<file path="config.mk">
export PLATFORM = sky130hd
export DESIGN_NAME = fetch_unit
export DESIGN_NICKNAME = d
export VERILOG_FILES = /design/src/rtl/core_pkg.sv /design/src/rtl/fetch_queue.sv /design/src/rtl/fetch_unit.sv
export SDC_FILE = /design/constraint.sdc
export NUM_CORES = 1
export LEC_CHECK = 0
export ABC_AREA = 1
export BUFFER_PORTS_ARGS = -buffer_cell sky130_fd_sc_hd__buf_2
export CORE_MARGIN = 8
export CORE_UTILIZATION = 59
export CTS_BUF_LIST = sky130_fd_sc_hd__clkbuf_8
export CTS_CLUSTER_SIZE = 25
export DETAILED_ROUTE_END_ITERATION = 8
export GPL_ROUTABILITY_DRIVEN = 0
export PLACE_DENSITY_LB_ADDON = 0.2
export SYNTH_ARGS = -nofsm -noshare
export SYNTH_HDL_FRONTEND = slang
export SYNTH_SLANG_ARGS = --single-unit
</file>
<file path="constraint.sdc">
create_clock -name clk -period 4.8 [get_ports clk]
set_input_delay 0 -clock clk [delete_from_list [all_inputs] [get_ports clk]]
set_output_delay 0 -clock clk [all_outputs]
set_load 0.01 [all_outputs]
</file>
<file path="src/rtl/core_pkg.sv">
// Shared definitions for the RV32 core front end: bus widths, APB transfer
// states and reset defaults.
package core_pkg;

    localparam int          XLEN       = 32;
    localparam logic [31:0] RESET_PC   = 32'h0000_0000;
    localparam logic [3:0]  DSIZE_WORD = 4'b1111;

    typedef enum logic [1:0] {
        IDLE,
        SETUP,
        ACCESS
    } apb_state_e;

endpackage

</file>
<file path="src/rtl/fetch_queue.sv">
// Prefetch queue: circular buffer with one extra pointer bit that tells full
// from empty. A flush empties it and overrides any push or pop in that cycle.
module fetch_queue #(
    parameter int WIDTH = 64,
    parameter int DEPTH = 4
) (
    input  logic                   clk,
    input  logic                   rst_n,
    input  logic                   flush_i,
    input  logic                   push_i,
    input  logic [WIDTH-1:0]       data_i,
    input  logic                   pop_i,
    output logic [WIDTH-1:0]       data_o,
    output logic                   full_o,
    output logic                   empty_o,
    output logic [$clog2(DEPTH):0] count_o
);

    localparam int AW = $clog2(DEPTH);

    logic [AW:0]      wr_ptr_q, wr_ptr_d;
    logic [AW:0]      rd_ptr_q, rd_ptr_d;
    logic [WIDTH-1:0] mem_q [DEPTH];
    logic             do_push;
    logic             do_pop;

    assign empty_o = (wr_ptr_q == rd_ptr_q);
    assign full_o  = (wr_ptr_q[AW] != rd_ptr_q[AW]) &&
                     (wr_ptr_q[AW-1:0] == rd_ptr_q[AW-1:0]);
    assign count_o = wr_ptr_q - rd_ptr_q;
    assign data_o  = mem_q[rd_ptr_q[AW-1:0]];

    // A pop in the same cycle frees the slot, so a push into a full queue lands.
    assign do_pop  = pop_i && !empty_o;
    assign do_push = push_i && (!full_o || do_pop);

    // NOTE: every always_comb output gets a default first, otherwise a latch is inferred.
    always_comb begin
        wr_ptr_d = wr_ptr_q;
        rd_ptr_d = rd_ptr_q;
        if (flush_i) begin
            wr_ptr_d = '0;
            rd_ptr_d = '0;
        end else begin
            if (do_push) wr_ptr_d = wr_ptr_q + 1'b1;
            if (do_pop)  rd_ptr_d = rd_ptr_q + 1'b1;
        end
    end

    // NOTE: state registers use non-blocking assignments so all flops update together.
    always_ff @(posedge clk or negedge rst_n) begin
        if (!rst_n) begin
            wr_ptr_q <= '0;
            rd_ptr_q <= '0;
        end else begin
            wr_ptr_q <= wr_ptr_d;
            rd_ptr_q <= rd_ptr_d;
        end
    end

    // NOTE: storage is not reset; the pointers alone decide which entries are valid.
    always_ff @(posedge clk) begin
        if (do_push && !flush_i) mem_q[wr_ptr_q[AW-1:0]] <= data_i;
    end

endmodule

</file>
<file path="src/rtl/fetch_unit.sv">
// Instruction-fetch front end: owns the fetch PC, reads words over APB one
// transfer at a time and queues {instr, pc} for the decode/execute sequencer.
module fetch_unit #(
    parameter int              XLEN     = core_pkg::XLEN,
    parameter int              DEPTH    = 4,
    parameter logic [XLEN-1:0] RESET_PC = XLEN'(core_pkg::RESET_PC)
) (
    input  logic            clk,
    input  logic            rts_n,
    input  logic            redir_valid,
    input  logic [XLEN-1:0] redir_pc,
    input  logic            halt_req,
    output logic            inst_valid,
    input  logic            inst_ready,
    output logic [XLEN-1:0] inst_data,
    output logic [XLEN-1:0] inst_pc,
    output logic            fault,
    output logic [XLEN-1:0] fault_pc,
    output logic [XLEN-1:0] apb_addr,
    output logic            apb_sel,
    output logic            apb_en,
    output logic            apb_wr,
    output logic [3:0]      apb_dsize,
    input  logic [XLEN-1:0] apb_rdata,
    input  logic            apb_ready,
    input  logic            apb_err
);

    import core_pkg::*;

    localparam int CW = $clog2(DEPTH) + 1;

    apb_state_e        state_q, state_d;
    logic [XLEN-1:0]   fetch_pc_q, fetch_pc_d;
    logic [XLEN-1:0]   addr_q, addr_d;
    logic [XLEN-1:0]   fault_pc_q, fault_pc_d;
    logic              fault_q, fault_d;
    logic              squash_q, squash_d;

    logic              q_push;
    logic              q_pop;
    logic              q_full;
    logic              q_empty;
    logic [CW-1:0]     q_count;
    logic [CW-1:0]     count_next;
    logic [2*XLEN-1:0] q_rdata;
    logic              xfer_done;
    logic              squashed;
    logic              can_issue;

    assign xfer_done = (state_q == ACCESS) && apb_ready;
    // A redirect arriving with the response squashes it just like an earlier one.
    assign squashed  = squash_q || redir_valid;
    assign q_pop     = !q_empty && inst_ready;

    always_comb begin
        state_d    = state_q;
        fetch_pc_d = fetch_pc_q;
        addr_d     = addr_q;
        fault_d    = fault_q;
        fault_pc_d = fault_pc_q;
        squash_d   = squash_q;
        q_push     = 1'b0;

        if (xfer_done) begin
            squash_d = 1'b0;
            if (!squashed) begin
                if (apb_err) begin
                    fault_d    = 1'b1;
                    fault_pc_d = addr_q;
                end else begin
                    q_push     = 1'b1;
                    fetch_pc_d = fetch_pc_q + XLEN'(4);
                end
            end
        end else if (redir_valid && state_q != IDLE) begin
            squash_d = 1'b1;
        end

        if (redir_valid) fetch_pc_d = redir_pc & ~XLEN'(3);

        // Occupancy after this edge; at most one read is ever outstanding.
        count_next = redir_valid ? '0 : q_count + CW'(q_push) - CW'(q_pop);
        can_issue  = !fault_d && !halt_req && (count_next < CW'(DEPTH));

        unique case (state_q)
            IDLE: begin
                if (can_issue) begin
                    state_d = SETUP;
                    addr_d  = fetch_pc_d;
                end
            end
            SETUP: state_d = ACCESS;
            ACCESS: begin
                if (apb_ready) begin
                    if (can_issue) begin
                        state_d = SETUP;
                        addr_d  = fetch_pc_d;
                    end else begin
                        state_d = IDLE;
                    end
                end
            end
            default: state_d = IDLE;
        endcase
    end

    always_ff @(posedge clk or negedge rts_n) begin
        if (!rts_n) begin
            state_q    <= IDLE;
            fetch_pc_q <= RESET_PC;
            addr_q     <= '0;
            fault_q    <= 1'b0;
            fault_pc_q <= '0;
            squash_q   <= 1'b0;
        end else begin
            state_q    <= state_d;
            fetch_pc_q <= fetch_pc_d;
            addr_q     <= addr_d;
            fault_q    <= fault_d;
            fault_pc_q <= fault_pc_d;
            squash_q   <= squash_d;
        end
    end

    fetch_queue #(
        .WIDTH (2 * XLEN),
        .DEPTH (DEPTH)
    ) u_queue (
        .clk     (clk),
        .rst_n   (rts_n),
        .flush_i (redir_valid),
        .push_i  (q_push),
        .data_i  ({apb_rdata, addr_q}),
        .pop_i   (q_pop),
        .data_o  (q_rdata),
        .full_o  (q_full),
        .empty_o (q_empty),
        .count_o (q_count)
    );

    logic unused_q_full;
    assign unused_q_full = q_full;

    assign inst_valid = !q_empty;
    assign inst_data  = q_rdata[2*XLEN-1:XLEN];
    assign inst_pc    = q_rdata[XLEN-1:0];
    assign fault      = fault_q;
    assign fault_pc   = fault_pc_q;
    assign apb_addr   = addr_q;
    assign apb_sel    = (state_q != IDLE);
    assign apb_en     = (state_q == ACCESS);
    assign apb_wr     = 1'b0;
    assign apb_dsize  = DSIZE_WORD;

endmodule
</file>
; Word-level counts from Yosys, hierarchy flattened
; Memories as Yosys holds them, arrays and structs flattened.
; Index checks and enable logic that the tools add are counted.
[totals]
register_bits = 106
latch_bits = 0
ram_bits = 256
mem_bits_ro = 0
inputBits = 71
output_inout_bits = 137
word_cells = 75
memories = 1
[memory_table]
columns = memory, words, width, rd, rd_ports_with_merged_regs, write_ports, line
row1 = u_queue.mem_q, 4, 64, 1, 0, 1, fetch_queue.sv:23  ; logic [WIDTH-1:0] mem_q [DEPTH];
[classes]
n_addsub = 6
n_mul = 0
div = 0
n_lt_le_gt_ge = 1
n_eq_ne = 7
shift = 0
mux = 26
bitwise = 1
reduce_logical = 25
[op_table]
columns = op, count
row1 = $mux W32, 6
row2 = $pmux W32 S2, 1
row3 = $add A32 B3 Y32 const B, 1
row4 = $mux W3, 5
row5 = $mux W1, 11
row6 = $reduce_bool A2 Y1, 5
row7 = $logic_and A1 B1 Y1, 9
row8 = $add A3 B1 Y3 const B, 2
row9 = $pmux W2 S3, 1
row10 = $logic_not A1 Y1, 5
row11 = $mux W2, 2
row12 = $reduce_and A2 Y1, 2
row13 = $add A3 B1 Y3, 1
row14 = $eq A3 B3 Y1, 1
row15 = $lt A3 B3 Y1 const B, 1
row16 = $reduce_and A3 Y1, 1
row17 = $sub A3 B1 Y3, 1
row18 = $sub A3 B3 Y3, 1
row19 = $eq A2 B1 Y1 const B, 1
row20 = $eq A2 B2 Y1, 1
row21 = $eq A2 B2 Y1 const B, 1
row22 = $logic_not A2 Y1, 1
row23 = $logic_or A1 B1 Y1, 2
row24 = $ne A2 B1 Y1 const B, 1
row25 = other kinds (3), 3

; Logic depth before layout (Yosys ltp)
[depth]
ltp_word = 11
mapped_depth = 17
depth_no_buf = 16

; By module
; From an unflattened synthesis, not the netlist that was laid out.
[unflattened]
hier_cells = 1296
area_unflattened_um2 = 14899.3
[by_module_without_submodules]
columns = module, n_inst, cells_per_inst, area_per_inst_um2, seq_area_each_um2
row1 = fetch_queue, 1, 685, 9992.1, 7837.5
row2 = fetch_unit, 1, 611, 4907.2, 2502.4

; Worst setup path before layout
; Ideal clock, no wire load.
[synth_path]
kind = reg2reg
from = register squash_q
to = memory u_queue.mem_q[3][0] (enable)
setup_ns = 0.488
t_arrival_ns = 3.728
t_required_ns = 4.312
path_slack_ns = 0.584
path_stages_with_launch = 7
path_buffers = 1
synth_period_minus_slack_ns = 4.216
path_cell_list = dfrtp_1 nor2_4 nand2_2 nor2_8 buf_6 nand2_1 nor2_1
[synth_between]
elab_chain_len = 7
[synth_lines]
columns = item, line
row1 = start: declaration, fetch_unit.sv:38  ; logic squash_q, squash_d;
row2 = start signal: assignment, fetch_unit.sv:122  ; squash_q <= squash_d;
row3 = $logic_or A1 B1 Y1, fetch_unit.sv:53  ; assign squashed = squash_q || redir_valid;
row4 = $mux W1, fetch_unit.sv:67  ; if (!squashed) begin
row5 = $mux W1, fetch_unit.sv:65  ; if (xfer_done) begin
row6 = $logic_and A1 B1 Y1, fetch_queue.sv:35  ; assign do_push = push_i && (!full_o || do_pop);
row7 = $logic_and A1 B1 Y1, fetch_queue.sv:63  ; if (do_push && !flush_i) mem_q[wr_ptr_q[AW-1:0]] <= data_i;
row8 = $mux W1, fetch_queue.sv:63
row9 = $mux W1 (implied by the code), fetch_queue.sv:63
row10 = end: declaration, fetch_queue.sv:23
; No other way between the ends.

; Worst setup path after layout
[layout_path]
from = register u_queue.rd_ptr_q[0]
to = register addr_q[30], in the netlist apb_addr[30]
[layout_between]
elab_chain_len = 10
elab_cells_between_ends = 12
cone_classes = 3 x add/sub / 1 x order compare / 1 x eq/ne / 4 x mux / 3 x reduce/logical
[layout_lines]
columns = item, line
row1 = start: declaration, fetch_queue.sv:22  ; logic [AW:0] rd_ptr_q, rd_ptr_d;
row2 = start signal: assignment, fetch_queue.sv:57  ; rd_ptr_q <= rd_ptr_d;
row3 = "parallel branches: the longest is 3 deep, another holds $sub A3 B3 Y3", n/a
row4 = $sub A3 B1 Y3 (*), fetch_unit.sv:83  ; count_next = redir_valid ? '0 : q_count + CW'(q_push) - CW'(q_pop);
row5 = $mux W3 (*), fetch_unit.sv:83
row6 = $lt A3 B3 Y1 (*), fetch_unit.sv:84  ; can_issue = !fault_d && !halt_req && (count_next < CW'(DEPTH));
row7 = $logic_and A1 B1 Y1 (*), fetch_unit.sv:84
row8 = $mux W32 (*), n/a
row9 = $mux W32, n/a
row10 = $pmux W32 S2 (*), n/a
row11 = end signal: assignment, fetch_unit.sv:119  ; addr_q <= addr_d;
row12 = end: declaration, fetch_unit.sv:35  ; logic [XLEN-1:0] addr_q, addr_d;
; Mark *: on every way between the ends. The select of a mux whose other input is x is not followed.
; A chain may end at the register's enable or synchronous reset.

==> impl_metrics.json <==
{
  "vias": 10421,
  "synth.avg_cell_area_sq_um": 11.66,
  "reg2reg_slack_ns": 1.07,
  "layout_commonest_cell": "edfxtp_1",
  "drt.antenna.violating_nets": 0,
  "io_buffers": 200,
  "status": "completed",
  "synthTopCellsByArea": "edfxtp_1, dfrtp_1, o21ai_0, nand2_1, nor2_1",
  "regArea_sq_mm": 0.01034,
  "post_drt_wl_per_cell_microns": 17.90,
  "path_buf_inv": 3,
  "drt_iter0_markers": 786,
  "fin_hold_ws_ns": 0.03798,
  "final_cells": 1930,
  "grt.total_usage_pct": 22.58,
  "ioPinCount": 208,
  "synth-seq-cells": 362,
  "yosys.area.top_type": "edfxtp_1",
  "syn2layout_area_growth_pct": 21.48,
  "start_kind": "register",
  "cap_violations": 0,
  "hold_class": "in2reg",
  "maxSlewHeadroom_pct": 34.89,
  "reg2reg_depth": 14,
  "setup_viol": 0,
  "synth_top_area_share_pct": 52.21,
  "viasPerCell": 5.399,
  "cts_setup_buffers": 0,
  "hold_viol_final": 0,
  "crit_fanout": 52,
  "grt_setup_unrepaired": "no",
  "p_per_area_mw_per_mm2": 333.6,
  "postCtsResizedCells": 0,
  "synth_cell_type_count": 44,
  "drive_gt1_share_pct": 21.63,
  "cp_data_arrival_time_ns": 4.22,
  "final_cell_mix": "edfxtp_1, nand2_1, buf_2",
  "synthArstFlopShare_pct": 29.28,
  "coreArea_sq_mm": 0.02482,
  "cts_tree": "done",
  "cp_slowest_cell": "inv_2",
  "fin_nets": 1636,
  "leakagePower_nw": 7.128,
  "synth-edff-count": 256,
  "grt_remaining_overflow": 0,
  "detailed_place_hpwl_mm": 20.55,
  "die_x_microns": 174.0,
  "cts-root-buf": "clkbuf_8",
  "dieArea_sq_mm": 0.03027,
  "rr_startpoint": "u_queue.rd_ptr_q[0]",
  "seq_area_frac_synth_pct": 70.23,
  "critical-path-max-stage-delay_ns": 0.65,
  "fmax_mhz": 268.4,
  "synthCells": 1263,
  "critPathLaunch": "u_queue.rd_ptr_q[0]",
  "cts-buffers-inserted": 55,
  "utilization_pct": 72.07,
  "final.setup.tns_ns": 0,
  "worst-path-stages": 14,
  "antenna_found_initial": 0,
  "worstReg2RegEnd": "apb_addr[30]",
  "cp_cell_sequence": "inv_4, nand2_1, nand4_1, nand2_1, inv_2, fa_1, fa_1, nor3_1, nand3_1, nand3_1, nand2_2, inv_2, nand3_1, nand2_1",
  "start_util_pct": 59.32,
  "fin_crit_sh_pct": 77.61,
  "maxSlewViolCount": 0,
  "routed_wirelength_mm": 34.55,
  "placed_cells": 1742,
  "diodes": 0,
  "ys.flop_type": "edfxtp_1",
  "grt_pass1_vias": 10412,
  "clockBufferDepth": 3,
  "crit_type": "reg2reg",
  "endpoint": "apb_addr[30]",
  "finalCriticalPeriod_ns": 3.725,
  "cts-htree-levels": 2,
  "grt_pass1_wl_mm": 54.93,
  "clock_sinks": 362,
  "cp.required_ns": 5.30,
  "grt_max_degree": 81,
  "clkTransAtPathRegs_ns": 0.06,
  "endpoint_kind": "register",
  "syn_area_sq_mm": 0.01472,
  "route.detailed.drc": 0,
  "multi_input_area_sq_mm": 0.003836,
  "irDropWorstVdd_uv": 213.5,
  "final.setup_skew_ns": 0.02436,
  "fp.dieH_microns": 174.0,
  "worstMarginPinSlew_ns": 0.9766,
  "cp_top_family": "simple AND/OR/NAND/NOR gates",
  "synth_warnings": 0,
  "fillers": 1740,
  "clk_latency_ns": 0.58,
  "first_pass_iters": 5,
  "rows": 58
}
routing by layer:
metal / wire length, microns / global-route usage (%)
met1: 14790 / 29.33
met2: 16850 / 38.07
met3: 2172 / 4.513
met4: 744 / 6.733
met5: 0 / 0
power breakdown:
part	leakage [nW]	internal, W	switching, W
registers	3.34	0.00337	0.0000303
logic	3.20	0.000113	0.000133
clock network	0.584	0.00119	0.00114
repair_timing:
item,4_1_cts,5_1_grt
hold buffers,88,0
setup endpoints to repair,0,0
endpoints found under the hold margin,244,0
per-stage QoR:
stage,area (sq um),total power (W),worst slack [ns]
global placement,15990,0.003640,1.231
CTS,17890,0.006015,1.053
global route,17890,0.006175,0.7427
floorplan,14730,0.003549,0.5840
detailed placement,15990,0.003645,1.077
finish,17890,0.005966,1.075
cells by family after synthesis:
kind of cell / share of synthesized area [%]
compound gates: 9.680
flops: 70.23
other cells: 0.05101
simple gates: 13.72
buf+inv: 3.994
mux: 1.300
fa+ha+maj: 0.7818
xor+xnor: 0.2380
synthesized netlist by cell type, types with 3 or more instances:
library cell,count
xor2_1,3
buf_1,3
nand4_1,8
nand3_1,57
nor2_2,4
nand2_2,6
edfxtp_1,256
inv_1,65
o21bai_1,5
nand3_2,3
mux2_2,17
or2_2,8
ha_1,6
nor2_4,3
o22ai_1,64
buf_4,9
clkbuf_1,39
o21ai_0,161
nor2_1,170
nand2_1,200
a21oi_1,7
inv_2,7
o21ai_1,11
a21boi_0,5
buf_2,14
dfrtp_1,106
state kept, by name, indices dropped and copies added, names as in the netlist:
name	cells
u_queue.rd_ptr_q	3
u_queue.wr_ptr_q	3
state_q	2
fault_pc	32
fetch_pc_q	32
apb_addr	32
fault	1
squash_q	1
u_queue.mem_q	256
layout make-up:
class,instances,area share (%)
inverters,72,1.525
repair buffers,301,11.22
well taps,330,2.308
multi-input cells,765,21.45
clock buffers,59,4.540
flip-flops and latches,362,57.84
clock inverters,41,1.119
how the worst min path moves through the flow:
stage / from / end / slack, ns / depth (start not counted)
6_report: redir_valid / fetch_pc_q[27] / 0.04 / 3
5_1_grt: redir_valid / fetch_pc_q[4] / 0.04 / 2
4_1_cts: redir_valid / fetch_pc_q[27] / 0.0003 / 3
3_5_place_dp: rts_n / state_q[1] / 0.08 / 1
3_3_place_gp: rts_n / state_q[1] / 0.07 / 1
2_1_floorplan: rts_n / apb_addr[0] / -0.30 / 0
worst register-to-register path: cells and delay by family (launching register included):
kind                     cells  cell delay, ns
adder cells (fa/ha/maj)      2            0.60
buffers and inverters        3            1.11
flip-flops                   1            0.51
AND/OR/NAND/NOR              9            1.45
Note: power is estimated with default switching activity, not from simulation.
